**src/rtl/ps2_map_pkg.sv**
```systemverilog
// Shared types and constants for the PS/2 keyboard-to-button mapper.
package ps2_map_pkg;

  localparam int unsigned TOG    = 10;
  localparam int unsigned PRS    = 9;
  localparam int unsigned EXT    = 8;
  localparam int unsigned CODE_W = 8;
  localparam int unsigned BTN_W  = 5;

  typedef struct packed {
    logic              valid;
    logic              ext;
    logic [CODE_W-1:0] code;
    logic [BTN_W-1:0]  btn;
  } map_entry_t;

  typedef struct packed {
    logic              pressed;
    logic              ext;
    logic [CODE_W-1:0] code;
  } ps2_event_t;

  typedef enum logic {
    ST_IDLE = 1'b0,
    ST_SCAN = 1'b1
  } state_t;

endpackage

```
**src/rtl/autofire_gen.sv**
```systemverilog
// Autofire phase generator: phase toggles every AUTOFIRE_PERIOD cycles while active,
// parked high when idle so the first shot fires at once.
module autofire_gen #(
  parameter int unsigned AUTOFIRE_PERIOD = 1_000_000
) (
  input  logic clk_sys,
  input  logic reset_n,
  input  logic active,
  output logic phase
);

  localparam int unsigned CW = (AUTOFIRE_PERIOD > 1) ? $clog2(AUTOFIRE_PERIOD) : 1;

  logic [CW-1:0] cnt_q;

  always_ff @(posedge clk_sys) begin
    if (!reset_n || !active) begin
      cnt_q <= '0;
      phase <= 1'b1;
    end else if (cnt_q == CW'(AUTOFIRE_PERIOD - 1)) begin
      cnt_q <= '0;
      phase <= ~phase;
    end else begin
      cnt_q <= cnt_q + CW'(1);
    end
  end

endmodule

```
**src/rtl/ps2_button_mapper.sv**
```systemverilog
// PS/2 key events to held button levels through a programmable keymap, with
// per-button autofire, one-deep event buffering and a global clear.
module ps2_button_mapper
  import ps2_map_pkg::*;
#(
  parameter int unsigned NUM_BUTTONS     = 16,
  parameter int unsigned NUM_ENTRIES     = 32,
  parameter int unsigned AUTOFIRE_PERIOD = 1_000_000
) (
  input  logic                             clk_sys,
  input  logic                             reset_n,
  input  logic [10:0]                      ps2_key,
  input  logic                             map_we,
  input  logic [$clog2(NUM_ENTRIES)-1:0]   map_addr,
  input  logic [10+$clog2(NUM_BUTTONS)-1:0] map_data,
  input  logic                             clear,
  input  logic [NUM_BUTTONS-1:0]           autofire_en,
  output logic [NUM_BUTTONS-1:0]           buttons,
  output logic                             busy,
  output logic                             key_hit,
  output logic                             overrun
);

  localparam int unsigned AW = $clog2(NUM_ENTRIES);
  localparam int unsigned BW = $clog2(NUM_BUTTONS);
  localparam int unsigned DW = 10 + BW;

  map_entry_t             table_q [NUM_ENTRIES];
  logic [NUM_ENTRIES-1:0] key_state_q;

  state_t     state_q, state_d;
  logic [AW-1:0] idx_q, idx_d;
  ps2_event_t ev_q, ev_d;
  ps2_event_t pend_q, pend_d;
  logic       pend_vld_q, pend_vld_d;
  logic       hit_q, hit_d;
  logic       busy_d, key_hit_d, overrun_d;

  logic       last_tog;
  logic       new_ev;
  ps2_event_t new_word;
  map_entry_t wr_entry;
  map_entry_t cur;
  logic       scan_match;
  logic       last_entry;

  logic [NUM_BUTTONS-1:0] held;
  logic                   af_active;
  logic                   af_phase;

  // Edge detector on the toggle bit; tracks the input even in reset.
  always_ff @(posedge clk_sys) begin
    last_tog <= ps2_key[TOG];
  end

  assign new_ev   = (ps2_key[TOG] != last_tog);
  assign new_word = {ps2_key[PRS], ps2_key[EXT], ps2_key[CODE_W-1:0]};
  assign wr_entry = {map_data[DW-1], map_data[DW-2], map_data[DW-3 -: CODE_W],
                     BTN_W'(map_data[BW-1:0])};

  assign cur        = table_q[idx_q];
  assign scan_match = (state_q == ST_SCAN) && cur.valid &&
                      (cur.ext == ev_q.ext) && (cur.code == ev_q.code);
  assign last_entry = (state_q == ST_SCAN) && (idx_q == AW'(NUM_ENTRIES - 1));

  // Keymap table and per-entry key state; a map write overrides a same-cycle scan hit.
  always_ff @(posedge clk_sys) begin
    if (!reset_n) begin
      for (int e = 0; e < NUM_ENTRIES; e++) begin
        table_q[e] <= '0;
      end
      key_state_q <= '0;
    end else begin
      if (clear) begin
        key_state_q <= '0;
      end else if (scan_match) begin
        key_state_q[idx_q] <= ev_q.pressed;
      end
      if (map_we) begin
        table_q[map_addr]     <= wr_entry;
        key_state_q[map_addr] <= 1'b0;
      end
    end
  end

  // Scan controller state register.
  always_ff @(posedge clk_sys) begin
    if (!reset_n) begin
      state_q    <= ST_IDLE;
      idx_q      <= '0;
      ev_q       <= '0;
      pend_q     <= '0;
      pend_vld_q <= 1'b0;
      hit_q      <= 1'b0;
      busy       <= 1'b0;
      key_hit    <= 1'b0;
      overrun    <= 1'b0;
    end else begin
      state_q    <= state_d;
      idx_q      <= idx_d;
      ev_q       <= ev_d;
      pend_q     <= pend_d;
      pend_vld_q <= pend_vld_d;
      hit_q      <= hit_d;
      busy       <= busy_d;
      key_hit    <= key_hit_d;
      overrun    <= overrun_d;
    end
  end

  // Next-state: start a scan from pending first, else from a fresh event.
  always_comb begin
    state_d    = state_q;
    idx_d      = idx_q;
    ev_d       = ev_q;
    pend_d     = pend_q;
    pend_vld_d = pend_vld_q;
    hit_d      = hit_q;
    busy_d     = 1'b0;
    key_hit_d  = 1'b0;
    overrun_d  = 1'b0;

    if (clear) begin
      state_d    = ST_IDLE;
      idx_d      = '0;
      pend_vld_d = 1'b0;
      hit_d      = 1'b0;
    end else begin
      if (state_q == ST_SCAN) begin
        hit_d = hit_q | scan_match;
        idx_d = idx_q + AW'(1);
      end
      if (last_entry) begin
        key_hit_d = hit_q | scan_match;
      end

      if (state_q == ST_IDLE || last_entry) begin
        idx_d = '0;
        hit_d = 1'b0;
        if (pend_vld_q) begin
          state_d    = ST_SCAN;
          ev_d       = pend_q;
          pend_vld_d = new_ev;
          if (new_ev) begin
            pend_d = new_word;
          end
        end else if (new_ev) begin
          state_d = ST_SCAN;
          ev_d    = new_word;
        end else begin
          state_d = ST_IDLE;
        end
      end else if (new_ev) begin
        pend_d     = new_word;
        pend_vld_d = 1'b1;
        overrun_d  = pend_vld_q;
      end

      busy_d = (state_d == ST_SCAN);
    end
  end

  // A button is held while any valid entry mapped to it has its key down.
  always_comb begin
    held = '0;
    for (int e = 0; e < NUM_ENTRIES; e++) begin
      for (int b = 0; b < NUM_BUTTONS; b++) begin
        if (table_q[e].valid && key_state_q[e] && (table_q[e].btn == BTN_W'(b))) begin
          held[b] = 1'b1;
        end
      end
    end
  end

  assign af_active = |(held & autofire_en);

  autofire_gen #(
    .AUTOFIRE_PERIOD(AUTOFIRE_PERIOD)
  ) u_autofire (
    .clk_sys(clk_sys),
    .reset_n(reset_n),
    .active (af_active),
    .phase  (af_phase)
  );

  // Clear drops the buttons on the same edge instead of waiting for key_state.
  always_ff @(posedge clk_sys) begin
    if (!reset_n || clear) begin
      buttons <= '0;
    end else begin
      buttons <= held & (~autofire_en | {NUM_BUTTONS{af_phase}});
    end
  end

endmodule

```
**config.mk**
```make
export PLATFORM = sky130hd
export DESIGN_NAME = ps2_button_mapper
export DESIGN_NICKNAME = d
export VERILOG_FILES = /design/src/rtl/ps2_map_pkg.sv /design/src/rtl/autofire_gen.sv /design/src/rtl/ps2_button_mapper.sv
export SDC_FILE = /design/constraint.sdc
export NUM_CORES = 1
export LEC_CHECK = 0
export BUFFER_PORTS_ARGS = -buffer_cell sky130_fd_sc_hd__buf_2
export CAP_MARGIN = 25
export CORE_MARGIN = 2
export CORE_UTILIZATION = 50
export DETAILED_ROUTE_END_ITERATION = 8
export PLACE_DENSITY = 0.67
export SLEW_MARGIN = 10
export SYNTH_ARGS = -nofsm -noshare
export SYNTH_HDL_FRONTEND = slang
export SYNTH_HIERARCHICAL = 1
export SYNTH_SLANG_ARGS = --single-unit
export TNS_END_PERCENT = 30
```
**constraint.sdc**
```tcl
create_clock -name clk_sys -period 2.9 [get_ports clk_sys]
set_input_delay 0.58 -clock clk_sys [delete_from_list [all_inputs] [get_ports clk_sys]]
set_output_delay 0.58 -clock clk_sys [all_outputs]
set_load 0.01 [all_outputs]
```
==> results.md, run 1 <==
- Status: stopped before the end
- Stopped at: 5_1_grt
- Tool error: [ERROR GRT-0232] Routing congestion too high. Check the congestion heatmap in the GUI.
- Starting Density: just over 50%
- Pin count of the biggest net entering global routing: just over 60
- Yosys warns: 6
- Hold-fix buffers, CTS: 0
- Synth top area share: between 40 and 50%
- Synthesized cell area: between 20000 and 30000 sq um
- Die height: 245.1 um
- CTS root buf: clkbuf_16
- Cells taking the most area after synthesis: edfxtp_1 (46%), and2_1 (10%), dfxtp_1 (7.2%)
- Io pins: 69
- GRT Residual Overflow: 6
- GRT Total Usage: about 66%
- Mean post-synth cell area: approximately 11 sq um
- Ys async rst share: 0%
- Synth Register Bits: roughly 550
- H-tree levels: 2
- DPL Wire Length: 113300 um
- Sequential share of the synthesized area: between 50% and 60%
- Pre-CTS WS: -831.3 ps
- Top_reg_cell synth: edfxtp_1
- Die X: roughly 250 um
- Port buffer count: a little under 70
- Synth cell types: 70
- Synth area leader: edfxtp_1
- Syn nets: roughly 2600
- Cells after Synth: ~2600
- Placed Cells: 3907
- CTS buffer count: 56
- Post-synth EDFFs: 448
- # rows: 88
- Clock sinks: roughly 550
- CTS Buffer Depth: 3
- Gpl congestion: around 1.2
-- synth_stat cells (5+ instances only) --
library cell / instances
a211oi_1: 19
a21oi_1: 32
a22oi_1: 9
and2_1: 483
and3_1: 19
buf_2: 19
buf_4: 5
clkbuf_1: 133
dfxtp_1: 105
edfxtp_1: 448
ha_1: 6
inv_1: 19
mux2_2: 7
mux2i_1: 54
mux4_2: 71
nand2_1: 100
nand2b_1: 72
nand3_1: 21
nand3b_1: 6
nand4_1: 115
nand4b_1: 61
nor2_1: 96
nor2_2: 10
nor2b_1: 24
nor3_1: 131
nor3b_1: 6
nor4_1: 66
o2111ai_1: 7
o211a_1: 11
o21ai_0: 81
o221a_2: 6
o22ai_1: 177
o32ai_1: 12
or2_2: 9
or3_1: 15
or3b_2: 6
or4_1: 14
or4bb_1: 31
xnor2_1: 12
xor2_1: 6
-- metrics by stage --
| step | hold WS (ps) | area [sq um] |
|---|---|---|
| floorplan | 438.8 | 29070 |
| global placement | 449.0 | 35250 |
| detailed placement | 464.9 | 35250 |
| CTS | 106.9 | 37830 |
-- cell families after synthesis --
family	after synthesis	share of synthesized area, %
xor gates and xnor gates	19	0.5986
and+or+nand+nor	1294	26.84
buffers and inverters	184	2.618
DFF	553	53.54
AOI/OAI and AO/OA	379	8.510
adders and majority gates	6	0.2584
muxes	132	7.635
-- routing by layer --
layer	overflow	GRT usage [%]
met1	0	68.25
met2	3	85.34
met3	1	44.02
met4	1	64.65
met5	1	17.48
-- repair_timing --
| item | in CTS |
|---|---|
| setup endpoints to repair | 55 |
| pin swaps | 40 |
| setup buffers | 14 |
| resized for setup | 98 |
| cloned | 4 |
==> run 2, diff against run 1 <==
- CORE_UTILIZATION: 50 -> 35
- PLACE_DENSITY: 0.67 -> unset
- PLACE_DENSITY_LB_ADDON: unset -> 0.15
- clock period: 2.9 -> 3.8 ns (I/O delays scaled with it)
==> run 2 against run 1 <==
- the run now ends clean
- area after synthesis stayed put
- synthesized cell count unchanged
==> results.md, run 2 <==
- Status: finished clean
- Setup crit end: u_autofire/cnt_q[17]$_SDFF_PP0_
- Port buffer count: 68 (unchanged)
- Vias/cell: just over 6
- GR peak layer: met2
- Max reg flops: between 400 and 500
- CP Depth: 12
- Post-synth EDFFs: 448 (unchanged)
- Die X: 292.1 um (+19%)
- Synth cell types: 70 (unchanged)
- Hold-fix buffers, CTS: 0 (unchanged)
- DPL Wire Length: 116000 um (+2.4%)
- Reg2Reg Setup Slack: 20 ps
- Syn nets: 2623 (unchanged)
- Largest Register: table_q
- CP Max Fanout: 12
- Min Hold Slack: between 200 and 250 ps
- Worst EP arrival: ~4300 ps
- Die area: between 80000 and 90000 sq um
- Largest registers: table_q x448, key_state_q x32, u_autofire/cnt_q x20
- Antenna-violating nets left: 0
- DR vias: around 25000
- CTS tree: done
- VDD IR max: 0.0004142 V
- Gpl congestion: 1.142 (-3.5%)
- GRT Total Usage: between 30% and 40%
- CP max stage cell: nor4_1
- Most frequent cells in the layout: and2_1 (483), edfxtp_1 (448), buf_4 (346), o22ai_1 (176), nor3_1 (128)
- Cells taking the most area after synthesis: edfxtp_1 (46%), and2_1 (10%), dfxtp_1 (7.2%)
- Worst Max-Slew Pin Slew: 1116 ps
- Multi-input combinational cell area: about 13000 sq um
- Starting Density: 35.38% (-15 points)
- Cells after Synth: 2567 (unchanged)
- R2R Path End: u_autofire/cnt_q[17]$_SDFF_PP0_
- Count of final setup violators: 0
- Register area: roughly 16000 sq um
- First-pass GRT wire length: 200900 um
- RR Startpoint: table_q[28][13]$_SDFFCE_PN0P_
- Top_reg_cell synth: edfxtp_1
- Yosys warns: 6 (unchanged)
- Clock Pin Slew Worst Setup and Hold Paths: roughly 60 ps
- DR pass1 iterations: 5
- Relative slew slack: about 25%
- GRT met3 Usage: 4.742%
- CP dominant cell by count: buf_4
- H-tree levels: 2 (unchanged)
- Max cap viols: 0
- Nets: between 2000 and 3000
- Period utilization: 99.59%
- Count leader, synth: and2_1
- R2R depth: 12
- # rows: 105 (+19%)
- DRC: 0
- Fmax: 264.2 MHz
- Core area: slightly above 80000 sq um
- Critical-path cell list: nand4b_1 -> nor3_1 -> nor4_1 -> buf_4 -> nand4_1 -> o21ai_0 -> buf_4 -> o2111ai_1 -> or4_1 -> o211ai_4 -> buf_12 -> a21oi_1
- Setup TNS: 0 ps
- Worst setup path startpoint: table_q[28][13]$_SDFFCE_PN0P_
- Synth area leader: edfxtp_1
- Worst Hold Class: in -> reg
- Nature of the critical path startpoint: flop
- Io pins: 69 (unchanged)
- Post-Route WL: ~150000 um
- Area grow syn2layout: 21.66%
- Critical path class: reg -> reg
- Delay of the slowest cell on the worst path: about 700 ps
- Synthesized cell area: 29050 sq um (unchanged)
- GRT met1 Usage: between 40 and 50%
- Number of global-route vias before repair: about 24000
- Ys async rst share: 0% (unchanged)
- CP top delay family: simple AND/OR/NAND/NOR gates
- Final Max Tran Viols: 0
- Synth Register Bits: 553 (unchanged)
- CTS Buffer Depth: 3 (unchanged)
- Fill count: 7795
- Die height: 292.1 um (+19%)
- DRT iter0 DRCs: about 2700
- Crit path buffers/inverters: 3
- Met2 Usage GRT: between 50% and 60%
- Later-pin clock latency in the skew report: 690 ps
- Avg WL per Cell: roughly 37 um
- Setup crit end kind: flop
- Setup repair after global routing missed its margin: false
- Worst clock skew: 53.88 ps
- Mean post-synth cell area: 11.32 sq um (unchanged)
- Initial antenna violation count: 6
- Post-synth top cells: and2_1 (483), edfxtp_1 (448), o22ai_1 (177)
- Pin count of the biggest net entering global routing: 34
- Clock sinks: 553 (unchanged)
- CTS buffer count: 61 (+8.9%)
- CTS root buf: clkbuf_16
- Min Tclk post-route: roughly 3800 ps
- GRT Residual Overflow: 0
- Commonest non-fill, non-tap cell in the layout: and2_1
- Sequential share of the synthesized area: 53.54% (unchanged)
- Synth top area share: 46.30% (unchanged)
- Layout cells sized above 1: ~23%
- Hold Fails Final Rpt: 0
- Power density over the cells: ~420 nW/um^2
- Worst EP required: between 4000 and 5000 ps
- Leakage dissipation: ~12 nW
==> run 2: worst min path at each step <==
stage / start / endpoint / depth (start not counted)
2_1_floorplan: u_autofire/cnt_q[0]$_SDFF_PP0_ / u_autofire/cnt_q[0]$_SDFF_PP0_ / 1
3_3_place_gp: u_autofire/cnt_q[0]$_SDFF_PP0_ / u_autofire/cnt_q[0]$_SDFF_PP0_ / 1
3_5_place_dp: u_autofire/cnt_q[19]$_SDFF_PP0_ / u_autofire/cnt_q[19]$_SDFF_PP0_ / 2
4_1_cts: ps2_key[10] / last_tog$_DFF_P_ / 1
5_1_grt: ps2_key[10] / last_tog$_DFF_P_ / 1
6_report: ps2_key[10] / last_tog$_DFF_P_ / 1
==> run 2: power breakdown <==
group          internal, W  total [W]  switching [W]  leakage [nW]
registers          0.00683    0.00705       0.000227          5.12
clock network      0.00387    0.00653        0.00266          1.09
logic             0.000358    0.00113       0.000768          6.03
total               0.0111     0.0147        0.00366          12.2
==> run 2: timing repair <==
action                                  CTS  global route
endpoints found under the setup margin   17            19
gates resized for setup                   1             8
setup buffers                             0             3
gates cloned                              0             0
pin swaps                                 0             2
==> run 2: layout make-up <==
class                      count  share of cell area [%]
clock buffer                  78                   4.818
antenna                        1                0.007079
clock inverter                38                   1.476
timing repair buffer         431                   9.274
tap                         1070                   3.787
multi-input combinational   1830                   36.38
sequential                   553                   44.03
inverter                      21                  0.2230
==> run 2: kinds of logic (layout without fill, tap and decap cells) <==
| kind of cell | Yosys count | count (layout) | share of synthesized area [%] |
|---|---|---|---|
| AOI/OAI and AO/OA | 379 | 379 | 8.510 |
| xor gates and xnor gates | 19 | 19 | 0.5986 |
| adders and majority gates | 6 | 6 | 0.2584 |
| buffers and inverters | 184 | 568 | 2.618 |
| DFF | 553 | 553 | 53.54 |
| muxes | 132 | 132 | 7.635 |
| other | 0 | 1 | 0 |
| and+or+nand+nor | 1294 | 1294 | 26.84 |
==> run 2: routing by layer <==
layer | wire, um | share of wire [%]
met2 | 70720 | 48
met3 | 9176 | 6.2
met5 | 37 | 0.025
met1 | 57650 | 39
met4 | 11130 | 7.5
==> run 2: stage by stage <==
step | instances | worst slack, ps | total power [W] | cell area, sq um | utilization, %
2_1_floorplan | 2567 | 663.0 | 0.007597 | 29050 | -
3_3_place_gp | 3900 | -81.81 | 0.008259 | 33040 | 40.24
3_5_place_dp | 3902 | -60.04 | 0.008273 | 33050 | 40.26
4_1_cts | 4018 | 4.146 | 0.01478 | 35280 | 42.97
5_1_grt | 4021 | 6.379 | 0.01507 | 35350 | 43.05
6_report | 4022 | 15.53 | 0.01471 | 35350 | 43.05
No activity file was read; power rests on OpenSTA's default activity.
==> run 3, diff against run 2 <==
- CELL_PAD_IN_SITES_DETAIL_PLACEMENT: unset -> 1
- CELL_PAD_IN_SITES_GLOBAL_PLACEMENT: unset -> 1
- CTS_CLUSTER_DIAMETER: unset -> 40
==> run 3 against run 2 <==
- global-route usage is 1.1 points higher
- cell area is 3.5% higher
- first-iteration DRC count is 17% lower
- combinational power hardly changed
- utilization is 1.5 points higher
- critical endpoint is now key_state_q[9]$_SDFF_PN0_
- die area stayed put
- critical path depth is 2 lower
- via count is 2.9% higher
- largest cell class unchanged
- clock-buffer cell count is 30 higher
- worst setup slack better by 70 ps
==> results.md, run 3 (synthesis gave the netlist of run 2 again) <==
- Period utilization: 97.74% (-1.8 points)
- Switching fraction of total power: 24.55% (-0.33 points)
- CTS tree: done
- CTS root buf: clkbuf_16
- Worst EP required: 4350 ps (+20 ps)
- Clock Pin Slew Worst Setup and Hold Paths: 60 ps (about the same)
- Nets: 3001 (+1.6%)
- Crit path buffers/inverters: 2 (-1)
- DRC: 0 (unchanged)
- Critical path class: reg -> reg
- Most frequent cells in the layout: and2_1 (483), edfxtp_1 (448), buf_4 (359), o22ai_1 (177), nor3_1 (128)
- VDD IR max: 0.0004207 V (+1.6%)
- Die height: 292.1 um (unchanged)
- R2R depth: 10 (-2)
- Starting Density: 35.38% (unchanged)
- Min Tclk post-route: 3714 ps (-70.21 ps)
- Int Pwr: 0.01291 W (+17%)
- CTS buffer count: 93 (+52%)
- Clk pwr share: 52.0% (+7.6 points)
- P_sw: 0.004200 W (+15%)
- GRT Total Usage: 35.45% (+1.1 points)
- DRT iter0 DRCs: 2272 (-17%)
- Vias/cell: 6.161 (+1.1%)
- CTS Buffer Depth: 3 (unchanged)
- Die X: 292.1 um (unchanged)
- GRT Residual Overflow: 0 (unchanged)
- Tot Pwr: 0.01711 W (+16%)
- GR peak layer: met2
- Worst clock skew: 51.28 ps (-2.599 ps)
- Gpl congestion: 1.075 (-5.8%)
- Comb power frac: 6.7% (-1.0 points)
- Hold-fix buffers, CTS: 0 (unchanged)
- CP Max Fanout: 33 (+21)
- Post-Route WL: 152600 um (+2.6%)
- Worst Hold Class: in -> reg
- Avg WL per Cell: 37.26 um (+0.77%)
- Antenna-violating nets left: 0 (unchanged)
- DR vias: 25240 (+2.9%)
- CP max stage cell: mux4_2
- Largest Register: table_q
- Status: finished clean
- Max cap viols: 0 (unchanged)
- Core area: 82110 sq um (unchanged)
- Fmax: 269.2 MHz (+1.9%)
- Relative slew slack: 30.66% (+5.6 points)
- Largest registers: table_q x448, key_state_q x32, u_autofire/cnt_q x20
- Max reg flops: 448 (unchanged)
- Setup repair after global routing missed its margin: false
- WHS Path Cells: 1 (unchanged)
- CP top delay family: compound AO/OA/AOI/OAI gates
- Critical-path cell list: buf_4 -> mux4_2 -> o22ai_1 -> a31oi_1 -> a21o_1 -> a2111oi_4 -> and4_1 -> buf_12 -> nand4_1 -> a211oi_1
- DPL Wire Length: 120300 um (+3.7%)
- Initial antenna violation count: 3 (-3)
- H-tree levels: 3 (+1)
- Power density over the cells: 467.5 nW/um^2 (+12%)
- Layout cells sized above 1: 24.91% (+1.9 points)
- DR pass1 iterations: 5 (unchanged)
- Area grow syn2layout: 25.96%
- Hold Fails Final Rpt: 0 (unchanged)
- Count of final setup violators: 0 (unchanged)
- Io pins: 69 (unchanged)
- Later-pin clock latency in the skew report: 640 ps (-50 ps)
- Flop pwr share: 41.2% (-6.8 points)
- Die area: 85330 sq um (unchanged)
- Port buffer count: 68 (unchanged)
- Delay of the slowest cell on the worst path: 550 ps (-170 ps)
- Met2 Usage GRT: 59.38% (+1.7 points)
- Setup crit end kind: flop
- Final Max Tran Viols: 0 (unchanged)
- Setup TNS: 0 ps (unchanged)
- Commonest non-fill, non-tap cell in the layout: and2_1
- Min-delay src: ps2_key[10]
- Clock sinks: 553 (unchanged)
- Worst EP arrival: 4270 ps (-40 ps)
- First-pass GRT wire length: 209500 um (+4.2%)
- Worst Max-Slew Pin Slew: 1038 ps (-78.60 ps)
- Leakage dissipation: 12.83 nW (+4.8%)
- GRT met3 Usage: 5.153% (+0.41 points)
- Nature of the critical path startpoint: flop
- Number of global-route vias before repair: 25850 (+9.8%)
- # rows: 105 (unchanged)
- CP Depth: 10 (-2)
- Pin count of the biggest net entering global routing: 34 (unchanged)
- GRT met1 Usage: 42.45% (+0.27 points)
==> run 3: timing repair <==
action,in CTS,in global routing
setup buffers,0,0
endpoints found under the setup margin,20,17
gates resized for setup,5,6
cloned,0,0
==> run 3: worst paths after layout <==
| path | to | slack, ps |
|---|---|---|
| setup / recovery | key_state_q[9]$_SDFF_PN0_ | 90 |
| hold / removal | last_tog$_DFF_P_ | 240 |
| setup reg to reg | key_state_q[9]$_SDFF_PN0_ | 90 |
| hold reg to reg | u_autofire/cnt_q[0]$_SDFF_PP0_ | 470 |
==> run 3: layout make-up <==
class | count | area, sq um
clock buffers | 108 | 2489
diodes | 3 | 7.507
clock inverters | 65 | 840.8
well taps | 1070 | 1339
fillers | 8655 | 45510
inverters | 21 | 78.83
multi-input cells | 1830 | 12860
repair buffers | 446 | 3416
flip-flops and latches | 553 | 15560
==> run 3: power by group through the flow <==
| stage | Sequential (W) | Clock, W | Combinational [W] |
|---|---|---|---|
| 6_report | 0.00705 | 0.00890 | 0.00115 |
| 3_5_place_dp | 0.00717 | 0 | 0.00112 |
| 4_1_cts | 0.00705 | 0.00899 | 0.00113 |
| 3_3_place_gp | 0.00714 | 0 | 0.00112 |
| 2_1_floorplan | 0.00708 | 0 | 0.000516 |
| 5_1_grt | 0.00708 | 0.00924 | 0.00118 |
==> run 3: per-stage QoR <==
step	cell area, sq um	util, %	hold WS, ps	instances	setup WS (ps)
floorplan	29050	-	438.8	2567	663.0
global route	36590	44.56	219.6	4093	0.1026
detailed placement	33220	40.45	461.0	3920	-282.3
CTS	36570	44.53	210.7	4093	23.34
global placement	33220	40.45	445.9	3920	-269.8
finish	36600	44.57	238.3	4096	85.74
==> run 3: metal layers <==
layer,part of all wire (%),vias to the layer above
met1,39,13190
met4,7.7,0
met5,0,-
met3,5.5,353
met2,48,1047
li1,-,10650
==> run 4, diff against run 3 <==
- ABC_AREA: unset -> 1
- CELL_PAD_IN_SITES_DETAIL_PLACEMENT: 1 -> unset
- CELL_PAD_IN_SITES_GLOBAL_PLACEMENT: 1 -> unset
==> run 4 against run 3 <==
- cell area decreased by 6.0%
- fmax increased by 9.5%
- sequential share of layout area increased by 2.7 points
- synthesized cell count increased by 45%
- clock skew increased by 4.1 ps
- largest cell class unchanged
- largest power group unchanged
==> results.md, run 4 <==
- Cell Count, Final, Fillers Out: 4945 (+21%)
- Final Max Tran Viols: 0 (unchanged)
- GRT Total Usage: 26.15% (-9.3 points)
- Post-CTS resize count: 0 (-5)
- Hold Fails Final Rpt: 0 (unchanged)
- Nets: 3836 (+28%)
- Clock Pin Slew Worst Setup and Hold Paths: 50 ps (about the same)
- Port buffer count: 68 (unchanged)
- Post-CTS Setup Bufs: 0 (unchanged)
- N_diodes: 0 (-3)
- Avg WL per Cell: 22.98 um (-38%)
- Most frequent cells in the layout: nand2_1 (960), nor2_1 (791), edfxtp_1 (448), nand3_1 (408), inv_1 (306)
- Main combinational cell family by area after synthesis: simple AND/OR/NAND/NOR gates
- Pin count of the biggest net entering global routing: 82 (+140%)
- Die X: 293.8 um (+0.58%)
- R2R depth: 18 (+8)
- Layout cells sized above 1: 8.900% (-16 points)
- Post-synth EDFFs: 448 (unchanged)
- Commonest non-fill, non-tap cell in the layout: nand2_1
- Antenna-violating nets left: 0 (unchanged)
- Yosys warns: 6 (unchanged)
- Clock sinks: 553 (unchanged)
- DRC: 0 (unchanged)
- Top_reg_cell synth: edfxtp_1
- Xor/xnor share of the synthesized area: 0.2980% (-0.30 points)
- Min Tclk post-route: 3392 ps (-322.6 ps)
- Pre-CTS WS: 491.2 ps (+773.5 ps)
- Count leader, synth: nand2_1
- CTS buffer count: 97 (+4.3%)
- Setup repair after global routing missed its margin: false
- Synth top area share: 45.77% (-0.54 points)
- Max cap viols: 0 (unchanged)
- Later-pin clock latency in the skew report: 680 ps (+40 ps)
- Syn nets: 3772 (+44%)
- WHS Path Cells: 1 (unchanged)
- Critical path class: reg -> reg
- VDD IR max: 0.0003040 V (-28%)
- Post-Layout Inst Area: 34420 sq um (-6.0%)
- Die area: 86320 sq um (+1.2%)
- Post-Route WL: 113600 um (-26%)
- Mean post-synth cell area: 7.910 sq um (-30%)
- Die height: 293.8 um (+0.58%)
- Cells taking the most area after synthesis: edfxtp_1 (46%), nand2_1 (12%), nor2_1 (10%)
- First-pass GRT wire length: 167000 um (-20%)
- Number of global-route vias before repair: 25180 (-2.6%)
- Leakage dissipation: 13.76 nW (+7.2%)
- CTS Buffer Depth: 3 (unchanged)
- Worst clock skew: 55.42 ps (+4.141 ps)
- # rows: 106 (+0.95%)
- Mux cell area share after synthesis: 0% (-7.6 points)
- Area grow syn2layout: 17.08%
- H-tree levels: 3 (unchanged)
- Largest registers: table_q x448, key_state_q x32, u_autofire/cnt_q x20
- Post-synth top cells: nand2_1 (960), nor2_1 (792), edfxtp_1 (448)
- Power density over the cells: 498.8 nW/um^2 (+6.7%)
- Cells after Synth: 3716 (+45%)
- Initial antenna violation count: 0 (-3)
- Placed Cells: 4761 (+21%)
- Synth Register Bits: 553 (unchanged)
- Gpl congestion: 1.014 (-5.7%)
- DR pass1 iterations: 5 (unchanged)
- Io pins: 69 (unchanged)
- Count of final setup violators: 0 (unchanged)
- Fmax: 294.8 MHz (+9.5%)
- Nature of the critical path startpoint: flop
- CTS tree: done
- Worst Hold Class: in -> reg
- Hold-fix buffers, CTS: 0 (unchanged)
- Largest Register: table_q
- CP Max Fanout: 20 (-39%)
- Max reg flops: 448 (unchanged)
- Post-DP Area: 30930 sq um (-6.9%)
- Setup TNS: 0 ps (unchanged)
- Vias/cell: 5.367 (-13%)
- Worst EP arrival: 3910 ps (-360 ps)
- Status: finished clean
- Ys async rst share: 0% (unchanged)
- Starting Density: 35.24% (-0.15 points)
- GRT Residual Overflow: 0 (unchanged)
- Worst EP required: 4320 ps (-30 ps)
- Sequential share of the synthesized area: 52.92% (-0.62 points)
- Period utilization: 89.25% (-8.5 points)
- Final Worst Setup Slack: 408.4 ps (+322.6 ps)
- Setup crit end kind: flop
- Core area: 83420 sq um (+1.6%)
- Worst Max-Slew Pin Slew: 985.9 ps (-51.76 ps)
- Synthesized cell area: 29390 sq um (+1.2%)
- Synth Area in Compound Gates: 6.589% (-1.9 points)
- Relative slew slack: 34.12% (+3.5 points)
- Simple-gate area share of the yosys netlist: 33.18% (+6.3 points)
- DPL Wire Length: 83240 um (-31%)
- Synth cell types: 45 (-36%)
- DR vias: 26540 (+5.2%)
- Synth area leader: edfxtp_1
- Synth Area in Adders: 0.2554% (-0.0030 points)
- CTS root buf: clkbuf_16
- DRT iter0 DRCs: 2404 (+5.8%)
- Tot Pwr: 0.01717 W (+0.34%)
- Fill count: 8485 (-2.0%)
run 4: cell count changes in the layout (fill, tap and decap cells not counted), moves of 71 or more:
cell	previous run	this run
nand2_1	99	960
nand3_1	21	408
buf_4	359	58
and2_1	483	1
mux4_2	71	0
inv_1	19	306
nor2_1	95	791
run 4: metal layers:
layer | vias up | global-route usage, % | routed length (um)
li1 | 12580 | - | -
met1 | 12730 | 35.67 | 50070
met2 | 984 | 40.93 | 51100
met3 | 244 | 3.542 | 6746
met4 | 0 | 12.68 | 5699
met5 | - | 0 | 0
run 4: where the power goes:
| part | switching, W | internal (W) | leakage [nW] |
|---|---|---|---|
| Clock | 0.00334 | 0.00585 | 1.69 |
| Sequential | 0.000171 | 0.00684 | 5.12 |
| Combinational | 0.000758 | 0.000214 | 6.95 |
run 4: area by class of cell:
| cell class | instances | area (sq um) | area share [%] |
|---|---|---|---|
| clock buffers | 118 | 2631 | 7.646 |
| flip-flops and latches | 553 | 15560 | 45.22 |
| repair buffers | 135 | 955.9 | 2.778 |
| multi-input cells | 2674 | 11860 | 34.45 |
| clock inverters | 66 | 855.8 | 2.487 |
| inverters | 319 | 1202 | 3.494 |
| well taps | 1080 | 1351 | 3.926 |
run 4: worst paths after layout:
check / from / to / slack, ps
setup / recovery: table_q[20][13]$_SDFFCE_PN0P_ / u_autofire/cnt_q[10]$_SDFF_PP0_ / 410
hold / removal: ps2_key[10] / last_tog$_DFF_P_ / 220
setup reg to reg: table_q[20][13]$_SDFFCE_PN0P_ / u_autofire/cnt_q[10]$_SDFF_PP0_ / 410
hold reg to reg: hit_q$_SDFFE_PP0P_ / hit_q$_SDFFE_PP0P_ / 460
run 4: cells by family after synthesis:
logic type	after synthesis
simple gates	2343
flops	553
buf+inv	489
compound gates	315
xor+xnor	10
fa+ha+maj	6
run 4: per-stage QoR:
| step | utilization (%) | hold slack, ps |
|---|---|---|
| 2_1_floorplan | - | 426.5 |
| 3_3_place_gp | 37.07 | 441.7 |
| 3_5_place_dp | 37.07 | 448.9 |
| 4_1_cts | 41.25 | 188.8 |
| 5_1_grt | 41.25 | 208.0 |
| 6_report | 41.25 | 215.5 |
run 4: worst max-delay path: stages (launching register included):
cell and delay, ps:
edfxtp_1 400, nand2_1 200, inv_1 130, nand2_1 150, nor2_1 60, nor4_1 630
nand2_1 210, nor2_1 170, nand3_1 150, nand2_1 110, nand2_1 60, nor2_1 90
nand2_1 60, inv_1 50, nand2_1 100, nand2_1 90, inv_1 70, nand2_2 400
nor2_1 100
